### src/rtl/branch_pred_port_sched.sv
// branch_pred_port_sched: shares the single predictor-table port between IF lookups, queued training updates and the post-reset init sweep
module branch_pred_port_sched #(
    parameter int IDX_W  = 6,
    parameter int QDEPTH = 4,
    parameter int GHR_W  = 6
) (
    input  logic                      clk,
    input  logic                      rst,
    input  logic                      stall,
    input  logic [31:0]               pc,
    input  logic [6:0]                opcode,
    input  logic [31:0]               ex_mem_pc,
    input  logic [6:0]                ex_mem_opcode,
    input  logic                      ex_mem_br_en,
    input  logic                      ex_mem_lc_dir,
    input  logic                      ex_mem_gl_dir,
    output logic                      lookup_ready,
    output logic                      tbl_en,
    output logic                      tbl_we,
    output logic                      tbl_init,
    output logic [IDX_W-1:0]          tbl_idx,
    output logic                      tbl_taken,
    output logic                      tbl_lc_ok,
    output logic                      tbl_gl_ok,
    output logic                      tbl_sel_upd,
    output logic [GHR_W-1:0]          ghr,
    output logic [$clog2(QDEPTH):0]   q_count,
    output logic                      init_done
);
    localparam int PW = $clog2(QDEPTH);
    localparam logic [6:0] BR_OP = 7'b1100011;

    typedef enum logic {S_INIT, S_RUN} state_t;

    typedef struct packed {
        logic [IDX_W-1:0] idx;
        logic             taken;
        logic             lc_ok;
        logic             gl_ok;
        logic             sel_upd;
    } entry_t;

    state_t           state_q, state_d;
    logic [IDX_W-1:0] init_cnt_q, init_cnt_d;
    entry_t           mem_q [QDEPTH];
    entry_t           mem_d [QDEPTH];
    logic [PW-1:0]    rd_q, rd_d, wr_q, wr_d;
    logic [PW:0]      cnt_q, cnt_d;
    logic [GHR_W-1:0] ghr_q, ghr_d;
    logic             done_q;
    logic             in_init, in_run, full, empty, lk_req, lk_gnt, push, pop;
    entry_t           head, new_e;
    logic             unused_pc_bits;

    // Only the index bits of the PCs matter to the tables.
    assign unused_pc_bits = ^{pc[31:IDX_W+2], pc[1:0], ex_mem_pc[31:IDX_W+2], ex_mem_pc[1:0]};

    // Decode requests and arbitrate: a full queue forces a drain, otherwise lookups win over draining.
    always_comb begin
        in_init = rst && (state_q == S_INIT);
        in_run  = rst && (state_q == S_RUN);
        full    = cnt_q == (PW+1)'(QDEPTH);
        empty   = cnt_q == '0;
        lk_req  = in_run && (opcode == BR_OP) && !stall;
        push    = in_run && (ex_mem_opcode == BR_OP) && !stall;
        pop     = in_run && (full || (!lk_req && !empty));
        lk_gnt  = lk_req && !full;
        head    = mem_q[rd_q];
        new_e   = '{idx:     ex_mem_pc[IDX_W+1:2],
                    taken:   ex_mem_br_en,
                    lc_ok:   ex_mem_lc_dir == ex_mem_br_en,
                    gl_ok:   ex_mem_gl_dir == ex_mem_br_en,
                    sel_upd: ex_mem_lc_dir != ex_mem_gl_dir};
    end

    // Drive the table port from whichever requester holds the grant; everything is quiet in reset.
    always_comb begin
        lookup_ready = lk_gnt;
        tbl_en       = in_init || lk_gnt || pop;
        tbl_we       = in_init || pop;
        tbl_init     = in_init;
        tbl_idx      = in_init ? init_cnt_q : pop ? head.idx : lk_gnt ? pc[IDX_W+1:2] : '0;
        tbl_taken    = pop && head.taken;
        tbl_lc_ok    = pop && head.lc_ok;
        tbl_gl_ok    = pop && head.gl_ok;
        tbl_sel_upd  = pop && head.sel_upd;
    end

    // Next-state: sweep counter, FIFO pointers/occupancy/storage and history shift on each drain.
    always_comb begin
        state_d    = (state_q == S_INIT && &init_cnt_q) ? S_RUN : state_q;
        init_cnt_d = (state_q == S_INIT) ? init_cnt_q + 1'b1 : init_cnt_q;
        rd_d       = rd_q + PW'(pop);
        wr_d       = wr_q + PW'(push);
        cnt_d      = cnt_q + (PW+1)'(push) - (PW+1)'(pop);
        ghr_d      = pop ? {ghr_q[GHR_W-2:0], head.taken} : ghr_q;
        mem_d      = mem_q;
        if (push) mem_d[wr_q] = new_e;
    end

    // Control state with synchronous active-low reset; queued updates are discarded on reset.
    always_ff @(posedge clk) begin
        if (!rst) begin
            state_q    <= S_INIT;
            init_cnt_q <= '0;
            rd_q       <= '0;
            wr_q       <= '0;
            cnt_q      <= '0;
            ghr_q      <= '0;
            done_q     <= 1'b0;
        end else begin
            state_q    <= state_d;
            init_cnt_q <= init_cnt_d;
            rd_q       <= rd_d;
            wr_q       <= wr_d;
            cnt_q      <= cnt_d;
            ghr_q      <= ghr_d;
            done_q     <= state_d == S_RUN;
        end
    end

    // FIFO payload needs no reset; validity is tracked by the pointers.
    always_ff @(posedge clk) begin
        mem_q <= mem_d;
    end

    assign ghr       = ghr_q;
    assign q_count   = cnt_q;
    assign init_done = done_q;
endmodule

### config.mk
export PLATFORM = sky130hd
export DESIGN_NAME = branch_pred_port_sched
export DESIGN_NICKNAME = d
export VERILOG_FILES = /design/src/rtl/branch_pred_port_sched.sv
export SDC_FILE = /design/constraint.sdc
export NUM_CORES = 1
export LEC_CHECK = 0
export CAP_MARGIN = 20
export CORE_ASPECT_RATIO = 1.1
export CORE_UTILIZATION = 40
export CTS_BUF_LIST = sky130_fd_sc_hd__clkbuf_16
export DETAILED_ROUTE_END_ITERATION = 10
export PLACE_DENSITY = 0.73
export SETUP_SLACK_MARGIN = 0.4
export SYNTH_ARGS = -nofsm -noshare
export SYNTH_HDL_FRONTEND = slang
export SYNTH_SLANG_ARGS = --single-unit
### constraint.sdc
create_clock -name clk -period 3.9 [get_ports clk]
set_input_delay 1.17 -clock clk [delete_from_list [all_inputs] [get_ports clk]]
set_output_delay 1.17 -clock clk [all_outputs]
set_load 0.01 [all_outputs]
# --- Word-level counts from Yosys, hierarchy flattened ---
# Index checks and enable logic that the tools add are counted.
op_classes:
  div: 0
  n_mux: 9
  n_addsub: 5
  bitwise: 3
  shift: 0
  multipliers: 0
  reduce_logical: 25
  eq_ne: 6
  order_cmp: 3
op_table:
  columns: ["op", "count"]
  rows:
  - ["bitwise mux 40 bit", 1]
  - ["2-to-1 mux 10 bit", 3]
  - ["binary-select mux 10 bit (select 2 bit)", 1]
  - ["demux 10 bit (select 2 bit)", 1]
  - ["2-to-1 mux 6 bit", 3]
  - ["logical AND 1 bit", 15]
  - ["== test 7 bit, second input constant", 2]
  - ["adder 6 x 1 -> 6 bit, second input constant", 1]
  - ["greater-or-equal comparator 3 bit, second input constant", 2]
  - ["inverter 2 -> 3 bit", 2]
  - ["AND reduction 6 bit", 1]
  - ["adder 2 x 1 -> 2 bit", 2]
  - ["logical NOT 1 bit", 4]
  - ["logical OR 1 bit", 4]
  - ["adder 3 x 1 -> 3 bit", 1]
  - ["== test 3 bit, second input constant", 1]
  - ["logical NOT 3 bit", 1]
  - ["< comparator 3 x 1 -> 1 bit, second input constant", 1]
  - ["subtractor 3 x 1 -> 3 bit", 1]
  - ["== test 1 bit", 2]
  - ["inequality test 1 bit", 1]
  - ["inverter 1 bit", 1]
word_totals:
  register_bits: 60
  latchBits: 0
  n_memories: 0
  rom_bits: 0
  ramBits: 0
  elab_cells: 77

# --- Depth between registers and ports, before layout ---
# Gate-level depths: netlist of the first run.
logic_depth:
  depth_word: 9
  depth_mapped: 14
  ltp_nobuf: 12

# --- Worst setup path before layout of the first run ---
# Ideal clock, no wire load.
synth_timing:
  kind: "input to output"
  from: "in opcode[3]"
  to: "out tbl_idx[1]"
  arrival_time_ns: 2.418
  path_stages: 6
  setup_slack_ns: 0.312
  cell_sequence: "or3b_1 -> a2111o_1 -> buf_6 -> clkinv_2 -> a21oi_1 -> a21oi_1"
synth_lines:
  columns: ["element", "line_no", "rtl"]
  rows:
  - ["from (decl)", "11", "input logic [6:0] opcode,"]
  - ["== test 7 bit", "64", "lk_req = in_run && (opcode == BR_OP) && !stall;"]
  - ["logical AND 1 bit (2 in series)", "64", null]
  - ["logical AND 1 bit", "67", "lk_gnt = lk_req && !full;"]
  - ["net lookup_ready", "17", "output logic lookup_ready,"]
  - ["2-to-1 mux 6 bit (3 in series)", "82", "tbl_idx = in_init ? init_cnt_q : pop ? head.idx : lk_gnt ? pc[IDX_W+1:2] : '0;"]
  - ["to (decl)", "21", "output logic [IDX_W-1:0] tbl_idx,"]
# The timed path passes the listed nets, and every way through them passes these cells.

# --- Final worst setup path of the first run ---
layout_timing:
  from: "in opcode[2]"
  to: "out tbl_idx[3]"
layout_between:
  elab_chain_len: 9
layout_rtl:
  columns: ["element", "line_no", "rtl"]
  rows:
  - ["== test 7 bit (*)", "64", null]
  - ["logical AND 1 bit (*) (2 in series)", "64", null]
  - ["logical NOT 1 bit", "66", "pop = in_run && (full || (!lk_req && !empty));"]
  - ["logical AND 1 bit", "66", null]
  - ["logical OR 1 bit", "66", null]
  - ["logical AND 1 bit", "66", null]
  - ["2-to-1 mux 6 bit (*) (2 in series)", "82", null]
# Every way passes the cells marked *; elsewhere a longest branch is shown, timed or not.

==> flow_metrics.py, run 1 <==
metrics = {
    "routing": {
        "drt_wl_total_um": 5610,
        "route.detailed.drc": 0,
        "via_count": 1835,
        "drtIter0Drc": 68,
        "ant_nets": 0,
        "wl_per_cell_um": 15.5,
        "vias_per_cell": 5.07,
        "drt_pass1_iterations": 4,
    },
    "synth": {
        "yosysWarnings": 0,
        "async_flop_share": 0,
        "synth_common_cells": "edfxtp_1 (40), dfxtp_1 (20), nand3_1 (13), nand2_1 (11)",
        "ys_types": 34,
        "synth_seq_cells": 60,
        "seq_area_frac_synth": 0.626,
        "synth_top_cell_by_area": "edfxtp_1",
        "synth_edf_count": 40,
        "synth_fp_nets": 275,
        "avgSynthCellArea_um2": 13.8,
        "netlist_instances": 185,
        "syn_area_um2": 2560,
        "synth-main-ff-cell": "edfxtp_1",
        "netlist_top_cells_area": "edfxtp_1 (47%), dfxtp_1 (16%), mux4_2 (8.8%), xnor2_1 (2.7%), nand3_1 (2.5%)",
        "synthDominantCellAreaShare": 0.469,
        "synth_most_common_cell": "edfxtp_1",
    },
    "status": {
        "status": "finished clean",
    },
    "sta": {
        "tns_ps": 0,
        "fin_ws_ps": 199,
        "finalSetupViolCount": 0,
        "final-hold-violation-count": 0,
        "worst_clock_skew_ps": 3.11,
        "layout_min_cycle_time_ps": 3700,
        "finalCritPeriodShare": 0.949,
        "whs_ps": 452,
        "rsz0062_at_grt": "true",
        "drv_slew": 0,
        "slew_headroom": 0.630,
        "max_freq_mhz": 270,
        "tightest_slew_ps": 554,
    },
    "critical_path": {
        "worst_setup_path_end_kind": "output port",
        "startpoint_type": "input port",
        "arrival_ps": 2530,
        "crit_required_ps": 2730,
        "critPathKind": "in -> out",
        "crit_fanout": 6,
    },
    "finish": {
        "drive_gt1_frac": 0.372,
        "fin_area_um2": 3860,
        "antenna_cells": 0,
        "fin_util": 0.628,
        "fillers": 490,
        "syn_to_final_growth_pct": 51.0,
        "final_nets": 367,
    },
    "clock_network": {
        "insertion_delay_ps": 310,
        "clock_path_buffers": 2,
        "htree_num_levels": 3,
        "cts-hold-fix-buffers": 0,
        "cts_sinks": 60,
        "cts-buffers-inserted": 9,
        "cts_tree": "yes",
        "clockRootBuffer": "clkbuf_16",
        "clk_pin_slew_ps": 50,
    },
    "job": {
        "drv_cap": 0,
    },
    "min_path": {
        "hold_class": "reg -> reg",
    },
    "die": {
        "initial_core_util": 0.416,
        "io_pins": 108,
        "core-area_um2": 6160,
        "die_y_um": 85.9,
        "rows": 30,
        "die_area_um2": 6720,
        "fp.dieW_um": 78.3,
    },
    "global_routing": {
        "grt.total_usage": 0.181,
        "grt-ovfl-total": 0,
        "grt_pass1_vias": 1827,
        "grt_pass1_wl_um": 8900,
        "antenna_found_initial": 0,
        "grt_max_degree": 12,
    },
    "power_and_ir_drop": {
        "power.static_leakage_nw": 1.45,
        "ir_drop_mv": 0.237,
        "p_per_area_nw_per_um2": 393,
    },
    "placement": {
        "dp_slack_ps": -465,
        "io_buffers": 55,
        "hpwl_um": 3440,
        "post_dp_cell_area_um2": 3300,
        "place_congestion": 0.769,
    },
}
[report_power, final]
group / switching (mW) / leakage [nW] / internal (mW)
Clock: 0.268 / 0.139 / 0.490
Combinational: 0.0311 / 0.787 / 0.0434
Sequential: 0.00344 / 0.521 / 0.683
[cells by family (layout without fill, tap and decap cells)]
group                    Yosys count  count (layout)  share of synthesized area
AO/OA/AOI/OAI                     19              19                     0.0455
XOR/XNOR                          12              12                     0.0411
adder cells (fa/ha/maj)            6               6                     0.0323
buffers and inverters             14             111                     0.0254
flip-flops                        60              60                      0.626
multiplexers                      11              11                     0.0919
AND/OR/NAND/NOR                   63              63                      0.138
[cell usage in the layout, fill, tap and decap left out, types with 2 or more instances in the layout]
cell,instances
nor2_1,7
dfxtp_1,20
clkinvlp_4,2
buf_4,25
o21ai_1,5
edfxtp_1,40
clkdlybuf4s50_1,33
ha_1,3
ha_4,2
buf_6,14
a21oi_4,2
a21oi_2,5
nand2_1,9
and3_4,4
nor3b_1,2
dlygate4sd2_1,3
buf_2,10
inv_2,3
clkbuf_16,9
nand3_1,8
xnor2_1,7
clkinv_2,2
a22oi_1,2
and2_1,10
mux4_2,10
nand4b_1,3
nand3_2,5
xor2_1,4
nor2b_1,5
clkdlybuf4s15_1,2
and3_1,2
[timing repair]
item | CTS | global route
cloned | 1 | 0
setup buffers | 15 | 3
gates resized for setup | 102 | 13
pin swaps | 13 | 8
setup endpoints to repair | 16 | 15
[metrics by stage]
| stage | power, mW | cells |
|---|---|---|
| floorplan | 0.722 | 185 |
| global placement | 0.771 | 327 |
| detailed placement | 0.772 | 327 |
| CTS | 1.53 | 359 |
| global route | 1.57 | 362 |
| finish | 1.52 | 362 |
[worst max-delay path: stages]
cell and delay, ps:
buf_6 90, or3b_1 370, a2111o_1 340, buf_6 160, buf_6 140, nand3_2 60, a21oi_2 50, buf_2 140
[cell type report]
| class | instances | area, um^2 | area share |
|---|---|---|---|
| flip-flops and latches | 60 | 1600 | 0.415 |
| multi-input cells | 111 | 1030 | 0.268 |
| repair buffers | 89 | 797 | 0.206 |
| clock buffers | 9 | 225 | 0.0583 |
| well taps | 80 | 100 | 0.0259 |
| clock inverters | 7 | 67.6 | 0.0175 |
| inverters | 6 | 37.5 | 0.00972 |
[path summary, 6_finish.rpt]
kind | from | end | slack [ps] | cells after the start
hold reg to reg | ghr[5] | ghr[5] | 450 | 2
hold / removal | ghr[5] | ghr[5] | 450 | 2
setup reg to reg | init_done | q_count[2] | 850 | 17
setup / recovery | opcode[2] | tbl_idx[3] | 200 | 8
[state kept, by name (all words and copies together) (netlist names)]
signal,flops
wr_q,2
rd_q,2
init_done,1
ghr,6
mem_q,40
init_cnt_q,6
q_count,3
[per-layer routing]
metal | up-vias | global-route usage | share of wire
li1 | 874 | - | -
met1 | 914 | 0.225 | 0.44
met2 | 43 | 0.300 | 0.52
met3 | 4 | 0.0426 | 0.037
met4 | 0 | 0.0808 | 0.0089
met5 | - | 0 | 0
(Power assumes the default switching activity.)
==> inputs of run 2 (changes only) <==
--- a/config.mk
+++ b/config.mk
@@ -5,13 +5,14 @@
 export SDC_FILE = /design/constraint.sdc
 export NUM_CORES = 1
 export LEC_CHECK = 0
-export CAP_MARGIN = 20
+export CAP_MARGIN = 10
 export CORE_ASPECT_RATIO = 1.1
 export CORE_UTILIZATION = 40
 export CTS_BUF_LIST = sky130_fd_sc_hd__clkbuf_16
 export DETAILED_ROUTE_END_ITERATION = 10
 export PLACE_DENSITY = 0.73
 export SETUP_SLACK_MARGIN = 0.4
+export SKIP_CTS_REPAIR_TIMING = 1
 export SYNTH_ARGS = -nofsm -noshare
 export SYNTH_HDL_FRONTEND = slang
 export SYNTH_SLANG_ARGS = --single-unit
==> run 2 against run 1 <==
Against the previous run: clock skew up 1.2 ps; utilization down 0.93 points; final cell count down 2.5%; combinational power grew 0.9%; register-to-register slack better by 130 ps; sequential power about the same; count of clock-buffer cells in the layout stayed put; largest cell class unchanged; highest routed layer unchanged; global-route usage decreased by 1.2 points; sequential share of layout area grew 0.63 points; via count fell by 2.7%; die area did not move.
==> flow_metrics.py, run 2 (synthesized netlist as in run 1, its figures left out) <==
metrics = {
    "status": {
        "status": "finished clean",
    },
    "finish": {
        "register_area_um2": 1600,
        "top_register": "mem_q",
        "final_nets": 358,
        "drive_gt1_frac": 0.330,
        "multi_input_area_um2": 1000,
        "syn_to_final_growth_pct": 48.8,
        "final_common_cell": "edfxtp_1",
        "final_cell_mix": "edfxtp_1 (40), clkdlybuf4s50_1 (33), dfxtp_1 (20)",
        "antenna_cells": 0,
        "fillers": 505,
        "largest_reg_flops": 40,
        "fin_area_um2": 3810,
    },
    "routing": {
        "ant_nets": 0,
        "wl_per_cell_um": 15.6,
        "route.detailed.drc": 0,
        "drt_wl_total_um": 5520,
        "drt_pass1_iterations": 4,
        "via_count": 1786,
        "vias_per_cell": 5.06,
        "drtIter0Drc": 67,
    },
    "critical_path": {
        "cp-startpoint": "opcode[2]",
        "crit_required_ps": 2730,
        "worst_setup_path_end_kind": "output port",
        "arrival_ps": 2600,
        "crit_fanout": 6,
        "rrSetupSlack_ps": 980,
        "crit_end": "tbl_taken",
        "reg2reg_to": "q_count[2]",
        "worstReg2RegStart": "init_done",
        "critPathKind": "in -> out",
        "reg2reg_depth": 15,
        "startpoint_type": "input port",
    },
    "min_path": {
        "hold_class": "reg -> reg",
        "hold_depth": 2,
    },
    "placement": {
        "hpwl_um": 3440,
        "io_buffers": 55,
        "post_dp_cell_area_um2": 3300,
        "place_congestion": 0.769,
    },
    "sta": {
        "layout_min_cycle_time_ps": 3770,
        "slew_headroom": 0.638,
        "final-hold-violation-count": 0,
        "finalSetupViolCount": 0,
        "tns_ps": 0,
        "rsz0062_at_grt": "true",
        "finalCritPeriodShare": 0.967,
        "worst_clock_skew_ps": 4.35,
        "tightest_slew_ps": 542,
        "drv_slew": 0,
        "max_freq_mhz": 265,
        "whs_ps": 450,
    },
    "die": {
        "die_area_um2": 6720,
        "rows": 30,
        "io_pins": 108,
        "fp.dieW_um": 78.3,
        "die_y_um": 85.9,
        "initial_core_util": 0.416,
        "core-area_um2": 6160,
    },
    "job": {
        "drv_cap": 0,
    },
    "power_and_ir_drop": {
        "p_per_area_nw_per_um2": 400,
        "p_total_mw": 1.52,
        "power.static_leakage_nw": 1.48,
        "ir_drop_mv": 0.237,
    },
    "clock_network": {
        "clock_path_buffers": 2,
        "insertion_delay_ps": 320,
        "clockRootBuffer": "clkbuf_16",
        "clk_pin_slew_ps": 50,
        "cts-buffers-inserted": 9,
        "cts_tree": "yes",
        "cts_sinks": 60,
        "htree_num_levels": 3,
    },
    "global_routing": {
        "grt-ovfl-total": 0,
        "antenna_found_initial": 0,
        "grt_pass1_wl_um": 8310,
        "grt_pass1_vias": 1710,
        "grt_max_degree": 23,
        "grt.total_usage": 0.168,
    },
}
-- run 2: cell types whose count changed in the layout (fill, tap and decap cells not counted), sizes merged --
cell and change:
buf -18, inv +1, dlymetal6s2s +7, clkdlybuf4s15 -2, clkbuf +7, clkinv -1
dlygate4sd2 -3
-- run 2: per-stage QoR --
step	utilization	instances	setup slack, ps
final	0.618	353	130
after global routing	0.618	353	87.7
after CTS	0.584	343	-479
after detailed placement	0.536	327	-465
after global placement	0.536	327	-470
after floorplan	-	185	433
-- run 2: cell type report --
type,instances,share of cell area
Sequential cell,60,0.421
Multi-Input combinational cell,111,0.264
Timing Repair Buffer,80,0.204
Clock buffer,9,0.0592
Tap cell,80,0.0263
Clock inverter,7,0.0178
Inverter,6,0.00855
-- run 2: critical path, stage by stage --
cell	delay (ps)
clkbuf_2	80
or3b_1	380
a2111o_1	410
buf_6	160
buf_12	130
and3_4	160
buf_6	110
-- run 2: power by group --
part	internal [mW]	leakage (nW)	switching [mW]
Combinational	0.0453	0.820	0.0299
Sequential	0.683	0.521	0.00348
Clock	0.490	0.139	0.270
-- run 2: how the worst min path moves through the flow --
| stage | start | endpoint | slack, ps |
|---|---|---|---|
| 3_5_place_dp | ghr[5] | ghr[5] | 440 |
| 4_1_cts | ghr[5] | ghr[5] | 450 |
| 3_3_place_gp | ghr[5] | ghr[5] | 440 |
| 5_1_grt | ghr[5] | ghr[5] | 480 |
| 6_report | ghr[5] | ghr[5] | 450 |
| 2_1_floorplan | ghr[5] | ghr[5] | 470 |
-- run 2: layer usage --
| layer | track usage | vias up | share of wire |
|---|---|---|---|
| met5 | 0 | - | 0 |
| met4 | 0.0808 | 0 | 0.0091 |
| met3 | 0.0426 | 4 | 0.033 |
| met2 | 0.281 | 37 | 0.53 |
| met1 | 0.203 | 890 | 0.43 |
| li1 | - | 855 | - |
